--- config.mk ---
export PLATFORM = sky130hd
export DESIGN_NAME = pair_sum
export DESIGN_NICKNAME = d
export VERILOG_FILES = /design/src/rtl/gen_stream_pkg.sv /design/src/rtl/pair_sum_add.sv /design/src/rtl/pair_sum.sv
export SDC_FILE = /design/constraint.sdc
export NUM_CORES = 1
export LEC_CHECK = 0
export ABC_AREA = 1
export CORE_UTILIZATION = 40
export DETAILED_ROUTE_END_ITERATION = 12
export GPL_TIMING_DRIVEN = 0
export MAX_ROUTING_LAYER = met4
export PLACE_DENSITY = 0.69
export SYNTH_ARGS = -nofsm -noshare
export SYNTH_HDL_FRONTEND = slang
export SYNTH_HIERARCHICAL = 1
export SYNTH_SLANG_ARGS = --single-unit
export TNS_END_PERCENT = 20
--- constraint.sdc ---
create_clock -name _clock -period 4.8 [get_ports _clock]
set_clock_uncertainty 0.15 [all_clocks]
set_input_delay 0.96 -clock _clock [delete_from_list [all_inputs] [get_ports _clock]]
set_output_delay 0.96 -clock _clock [all_outputs]
set_load 0.005 [all_outputs]
--- src/rtl/gen_stream_pkg.sv ---
`default_nettype none
// ============================================================================
// Module   : gen_stream_pkg
// Purpose  : Shared types and constants for generator-stream blocks.
//            - state_t    : pair_sum controller states
//            - CNT_SINGLE : element count of a single-element result
//            - CNT_PAIR   : element count of a two-element result
//            - SUM_EXT    : guard bits for a three-operand signed add
// Revision : 1.0  initial release
// ============================================================================
package gen_stream_pkg;

    typedef enum logic [1:0] {
        DONE   = 2'd0,
        TAKE_A = 2'd1,
        TAKE_B = 2'd2,
        EMIT   = 2'd3
    } state_t;

    localparam logic [1:0] CNT_SINGLE = 2'd1;
    localparam logic [1:0] CNT_PAIR   = 2'd2;

    // Three WIDTH-bit signed operands always fit in WIDTH+2 bits.
    localparam int SUM_EXT = 2;

endpackage : gen_stream_pkg
`default_nettype wire

--- src/rtl/pair_sum_add.sv ---
`default_nettype none
// ============================================================================
// Module   : pair_sum_add
// Purpose  : Combinational three-operand signed add (a + b + bias).
//            Macro PAIR_SUM_SATURATE_EN: when defined the WIDTH+2-bit sum is
//            clamped to the signed WIDTH-bit range, otherwise it wraps.
// Ports    : i_a, i_b, i_bias  signed WIDTH-bit operands
//            o_sum             signed WIDTH-bit result
// Revision : 1.0  initial release
// ============================================================================
module pair_sum_add
    import gen_stream_pkg::*;
#(
    parameter int WIDTH = 32
) (
    input  logic signed [WIDTH-1:0] i_a,
    input  logic signed [WIDTH-1:0] i_b,
    input  logic signed [WIDTH-1:0] i_bias,
    output logic signed [WIDTH-1:0] o_sum
);

`ifdef PAIR_SUM_SATURATE_EN
    localparam int c_EXT_W = WIDTH + SUM_EXT;

    logic signed [c_EXT_W-1:0] w_ext;
    logic                      w_ovf;

    always_comb begin
        w_ext = $signed({{SUM_EXT{i_a[WIDTH-1]}}, i_a})
              + $signed({{SUM_EXT{i_b[WIDTH-1]}}, i_b})
              + $signed({{SUM_EXT{i_bias[WIDTH-1]}}, i_bias});
        // Result fits only if all bits from the WIDTH-bit sign upward agree.
        w_ovf = ~((&w_ext[c_EXT_W-1:WIDTH-1]) | ~(|w_ext[c_EXT_W-1:WIDTH-1]));
        if (w_ovf) begin
            o_sum = w_ext[c_EXT_W-1] ? {1'b1, {(WIDTH-1){1'b0}}}
                                     : {1'b0, {(WIDTH-1){1'b1}}};
        end else begin
            o_sum = w_ext[WIDTH-1:0];
        end
    end
`else
    // Truncating the extended sum to WIDTH bits equals a plain WIDTH-bit add.
    always_comb begin
        o_sum = i_a + i_b + i_bias;
    end
`endif

endmodule : pair_sum_add
`default_nettype wire

--- src/rtl/pair_sum.sv ---
`default_nettype none
// ============================================================================
// Module   : pair_sum
// Purpose  : Consumes a ready/valid/done element stream and emits pairwise
//            sums (a + b + bias) with an element count (1 or 2) on its own
//            _start/_ready/_valid/_done generator interface.
//            Macro PAIR_SUM_SATURATE_EN selects saturating arithmetic.
// Ports    : _clock, _reset_n (async active-low), _start, bias
//            upstream   : in_0, in_valid, in_done -> in_ready
//            downstream : _ready -> _valid, _done, _0 (sum), _1 (count)
// Revision : 1.0  initial release
// ============================================================================
module pair_sum
    import gen_stream_pkg::*;
#(
    parameter int WIDTH = 32
) (
    input  logic                    _clock,
    input  logic                    _reset_n,
    input  logic                    _start,
    input  logic signed [WIDTH-1:0] bias,
    input  logic signed [WIDTH-1:0] in_0,
    input  logic                    in_valid,
    input  logic                    in_done,
    output logic                    in_ready,
    input  logic                    _ready,
    output logic                    _valid,
    output logic                    _done,
    output logic signed [WIDTH-1:0] _0,
    output logic        [1:0]       _1
);

    state_t                  r_state,     w_state_nxt;
    logic signed [WIDTH-1:0] r_a,         w_a_nxt;
    logic signed [WIDTH-1:0] r_bias,      w_bias_nxt;
    logic                    r_done_seen, w_done_seen_nxt;
    logic                    r_valid,     w_valid_nxt;
    logic signed [WIDTH-1:0] r_sum,       w_sum_nxt;
    logic        [1:0]       r_cnt,       w_cnt_nxt;
    logic                    r_done;

    logic                    w_in_xfer;
    logic                    w_load;
    logic signed [WIDTH-1:0] w_op_a;
    logic signed [WIDTH-1:0] w_op_b;
    logic signed [WIDTH-1:0] w_add_sum;

    pair_sum_add #(
        .WIDTH (WIDTH)
    ) u_add (
        .i_a    (w_op_a),
        .i_b    (w_op_b),
        .i_bias (r_bias),
        .o_sum  (w_add_sum)
    );

    assign in_ready  = (r_state == TAKE_A) || (r_state == TAKE_B);
    assign w_in_xfer = in_ready && in_valid;

    assign _valid = r_valid;
    assign _done  = r_done;
    assign _0     = r_sum;
    assign _1     = r_cnt;

    always_ff @(posedge _clock or negedge _reset_n) begin
        if (!_reset_n) begin
            r_state     <= DONE;
            r_a         <= '0;
            r_bias      <= '0;
            r_done_seen <= 1'b0;
            r_valid     <= 1'b0;
            r_sum       <= '0;
            r_cnt       <= '0;
            r_done      <= 1'b0;
        end else begin
            r_state     <= w_state_nxt;
            r_a         <= w_a_nxt;
            r_bias      <= w_bias_nxt;
            r_done_seen <= w_done_seen_nxt;
            r_valid     <= w_valid_nxt;
            r_sum       <= w_sum_nxt;
            r_cnt       <= w_cnt_nxt;
            // Registered so _done stays low through reset and rises one
            // clock after release.
            r_done      <= (w_state_nxt == DONE);
        end
    end

    always_comb begin
        w_state_nxt     = r_state;
        w_a_nxt         = r_a;
        w_bias_nxt      = r_bias;
        w_done_seen_nxt = r_done_seen;
        w_valid_nxt     = r_valid;
        w_cnt_nxt       = r_cnt;
        w_load          = 1'b0;
        w_op_a          = in_0;
        w_op_b          = '0;

        if (_start) begin
            // Restart discards any half-built pair and any unsent result.
            w_bias_nxt      = bias;
            w_done_seen_nxt = 1'b0;
            w_valid_nxt     = 1'b0;
            w_state_nxt     = TAKE_A;
        end else begin
            case (r_state)
                TAKE_A: begin
                    if (w_in_xfer) begin
                        w_a_nxt = in_0;
                        if (in_done) begin
                            // Last element arrived alone: emit it as a single.
                            w_op_a          = in_0;
                            w_load          = 1'b1;
                            w_cnt_nxt       = CNT_SINGLE;
                            w_valid_nxt     = 1'b1;
                            w_done_seen_nxt = 1'b1;
                            w_state_nxt     = EMIT;
                        end else begin
                            w_state_nxt = TAKE_B;
                        end
                    end else if (in_done) begin
                        w_state_nxt = DONE;
                    end
                end
                TAKE_B: begin
                    if (w_in_xfer) begin
                        w_op_a          = r_a;
                        w_op_b          = in_0;
                        w_load          = 1'b1;
                        w_cnt_nxt       = CNT_PAIR;
                        w_valid_nxt     = 1'b1;
                        w_done_seen_nxt = in_done;
                        w_state_nxt     = EMIT;
                    end else if (in_done) begin
                        // Odd tail: flush the held element as a single.
                        w_op_a          = r_a;
                        w_load          = 1'b1;
                        w_cnt_nxt       = CNT_SINGLE;
                        w_valid_nxt     = 1'b1;
                        w_done_seen_nxt = 1'b1;
                        w_state_nxt     = EMIT;
                    end
                end
                EMIT: begin
                    if (r_valid && _ready) begin
                        w_valid_nxt = 1'b0;
                        w_state_nxt = r_done_seen ? DONE : TAKE_A;
                    end
                end
                default: begin
                    w_valid_nxt = 1'b0;
                end
            endcase
        end
    end

    assign w_sum_nxt = w_load ? w_add_sum : r_sum;

endmodule : pair_sum
`default_nettype wire

==> qor.yml <==
path_common_cell: "nand2_1"
detailed_place_hpwl_um: 15900
synth_seq_area_share: 0.338
synthToLayoutAreaGrowth_pct: 21.8
dpl_cell_area_mm2: 0.00900
post-place-ws_ns: -0.0277
row_count: 50
synth_top_area_frac: 0.338
fin_area_mm2: 0.00929
hold_end: "_0[15]$_DFFE_PN0P_"
leakagePower_nw: 5.18
cts_tree: "built"
ant_nets: 0
drt-initial-drc-count: 446
rsz0062_at_grt: "no"
die_area_mm2: 0.0196
max_cap_violations: 0
crit_arrival_ns: 4.57
die_y_um: 140
post-cts-setup-buffers: 0
r2r_end: "_0[29]$_DFFE_PN0P_"
finalPower_mw: 3.83
worst_pin_slew_ns: 0.555
synth.area.mux_share: 0
grt_use_met3: 0.0297
synth-simple-area-share: 0.331
antenna_found_initial: 0
postCtsResizedCells: 0
hold_class: "register to register"
maxSlewViolCount: 0
synth_xor_area_frac: 0.0207
synth_top_area_cell: "dfrtp_1"
top_usage_layer: "met2"
routedWlPerCell_um: 13.6
numCtsBuffers: 9
layout_commonest_cell: "nand2_1"
drive_gt1_frac: 0.0696
use_met1: 0.299
cp_slowest_stage_delay_ns: 0.54
max_freq_mhz: 224
holdBufCountCts: 0
grt_pass1_vias: 6607
synth_compound_area_frac: 0.0687
vias: 6905
worstSetupPathType: "input pin to register"
io_pins: 107
hold_violations: 0
slew_headroom: 0.630
start_util: 0.408
ir_drop_mv: 0.237
clock_sinks: 103
cellPowerDensity_mw_per_mm2: 412
grt_usage: 0.221
io_buffers: 105
grtUsageMet2: 0.341
final_cell_mix: "407 x nand2_1, 146 x inv_1, 113 x nor2_1"
grt_pass1_wl_um: 32800
hold_path.startpoint: "_0[15]$_DFFE_PN0P_"
synthesis.area_mm2: 0.00763
firstDrtPassIters: 5
n_antenna_cell: 0
synth_fa_ha_area_frac: 0.140
outcome: "finished, final reports clean"
synth_top_family_by_area: "simple AND/OR/NAND/NOR gates"
grt.overflow.total: 0
syn_inst: 1085
avgViaCountPerCell: 4.79
core_mm2: 0.0187
setup-tns-final_ns: 0
fp.dieW_um: 140
final.fill_count: 1857
crit_path_end_kind: "register"
r2r_start: "r_state[0]$_DFF_PN0_"
synth_area_leaders: "dfrtp_1 34%, nand2_1 20%, fa_1 8.4%, inv_1 7.2%, ha_1 5.6%"
min_delay_path_depth: 2
critPathLaunchType: "input pin"
htreeDepth: 3
critPathRequiredTime_ns: 4.90
postRouteWirelength_um: 19600
fin_ws_ns: 0.334
avgSynthCellArea_um2: 7.03
clock_latency_ns: 0.37
clockBufferDepth: 2
clk_pin_slew_ns: 0.07
setup_viol: 0
synth_nets: 1221
grt_max_degree: 67
cts_root_buf: "clkbuf_16"
layout_min_cycle_time_ns: 4.47
place_congestion: 0.920
r2r_slack_ns: 0.54
instances_no_fill: 1441
final_nets: 1338
drc: 0
place_inst: 1425
ys_ff_latch: 103
slowest_stage: "fa_1"
cp_max_fo: 10
synth_cell_types: 29
period_share: 0.930
ff2ff_path_depth: 23
ys_warn_count: 6
cp_cell_sequence: "clkdlybuf4s50_1 -> nand2_2 -> nand2_4 -> nand3_4 -> buf_2 -> nor2_1 -> a21oi_1 -> fa_1 -> ha_1 -> fa_1 -> nand3_1 -> nand3_2 -> nand2_1 -> nand2_2 -> nand2_1 -> nand2_2 -> nand2_1 -> nand2_1 -> nand2_1 -> nand2_1 -> nand3_1 -> nand2_1"
-- kinds of logic (layout without fill, tap and decap cells) --
group           after synthesis  after routing
fa+ha+maj                    66             66
xor+xnor                     18             18
buf+inv                     183            305
simple gates                616            616
flops                       103            103
compound gates               99             99
-- synth_stat cells (all sizes together) --
| master | count |
|---|---|
| buf | 26 |
| nor3 | 7 |
| nor2 | 117 |
| clkbuf | 6 |
| o21bai | 2 |
| a21oi | 55 |
| inv | 151 |
| a21o | 1 |
| nand4 | 5 |
| dfrtp | 103 |
| o21ai | 40 |
| nand2 | 426 |
| ha | 34 |
| xor2 | 16 |
| xnor2 | 2 |
| fa | 32 |
| a21boi | 1 |
| nand3 | 61 |
-- worst max-delay path, delay by kind of cell --
family / cells / cell delay (ns)
AND/OR/NAND/NOR: 16 / 1.51
adder cells (fa/ha/maj): 3 / 1.29
buffers and inverters: 2 / 0.75
AO/OA/AOI/OAI: 1 / 0.07
-- where the power goes --
group / switching, mW / leakage [nW] / internal (mW)
logic: 1.01 / 3.75 / 0.764
clock network: 0.363 / 0.142 / 0.375
registers: 0.163 / 1.28 / 1.16
-- cell type report --
| class | instances | area, µm² | share of cell area |
|---|---|---|---|
| multi-input combinational | 799 | 4280 | 0.460 |
| sequential | 103 | 2580 | 0.277 |
| timing repair buffer | 106 | 1080 | 0.116 |
| inverter | 151 | 567 | 0.0610 |
| tap | 234 | 293 | 0.0315 |
| clock buffer | 10 | 239 | 0.0257 |
| buffer | 32 | 210 | 0.0226 |
| clock inverter | 6 | 52.6 | 0.00566 |
-- worst max path at each step --
stage / start / to / cells past startpoint
after global routing: in_valid / _0[29]$_DFFE_PN0P_ / 22
after global placement: _reset_n / _valid$_DFFE_PN0P_ / 1
final: in_valid / _0[29]$_DFFE_PN0P_ / 22
after detailed placement: in_valid / _0[29]$_DFFE_PN0P_ / 22
after floorplan: in_valid / _0[29]$_DFFE_PN0P_ / 21
after CTS: in_valid / _0[29]$_DFFE_PN0P_ / 21
-- flip-flops by register name (all words and copies together) (netlist names) --
signal	flops
_done	1
r_a	32
_1	2
r_state	2
r_done_seen	1
_0	32
_valid	1
r_bias	32
-- metal layers --
| metal | part of all wire | vias to the layer above |
|---|---|---|
| met3 | 0.039 | 27 |
| li1 | - | 3554 |
| met1 | 0.50 | 3152 |
| met4 | 0.020 | 0 |
| met2 | 0.44 | 172 |
| met5 | 0 | - |
-- stage by stage --
step / util / hold WS (ns)
after floorplan: - / 0.292
after detailed placement: 0.481 / 0.308
final: 0.497 / 0.318
after global placement: 0.480 / 0.303
after CTS: 0.497 / 0.325
after global routing: 0.497 / 0.340
Power figures use the tool's default switching activity.
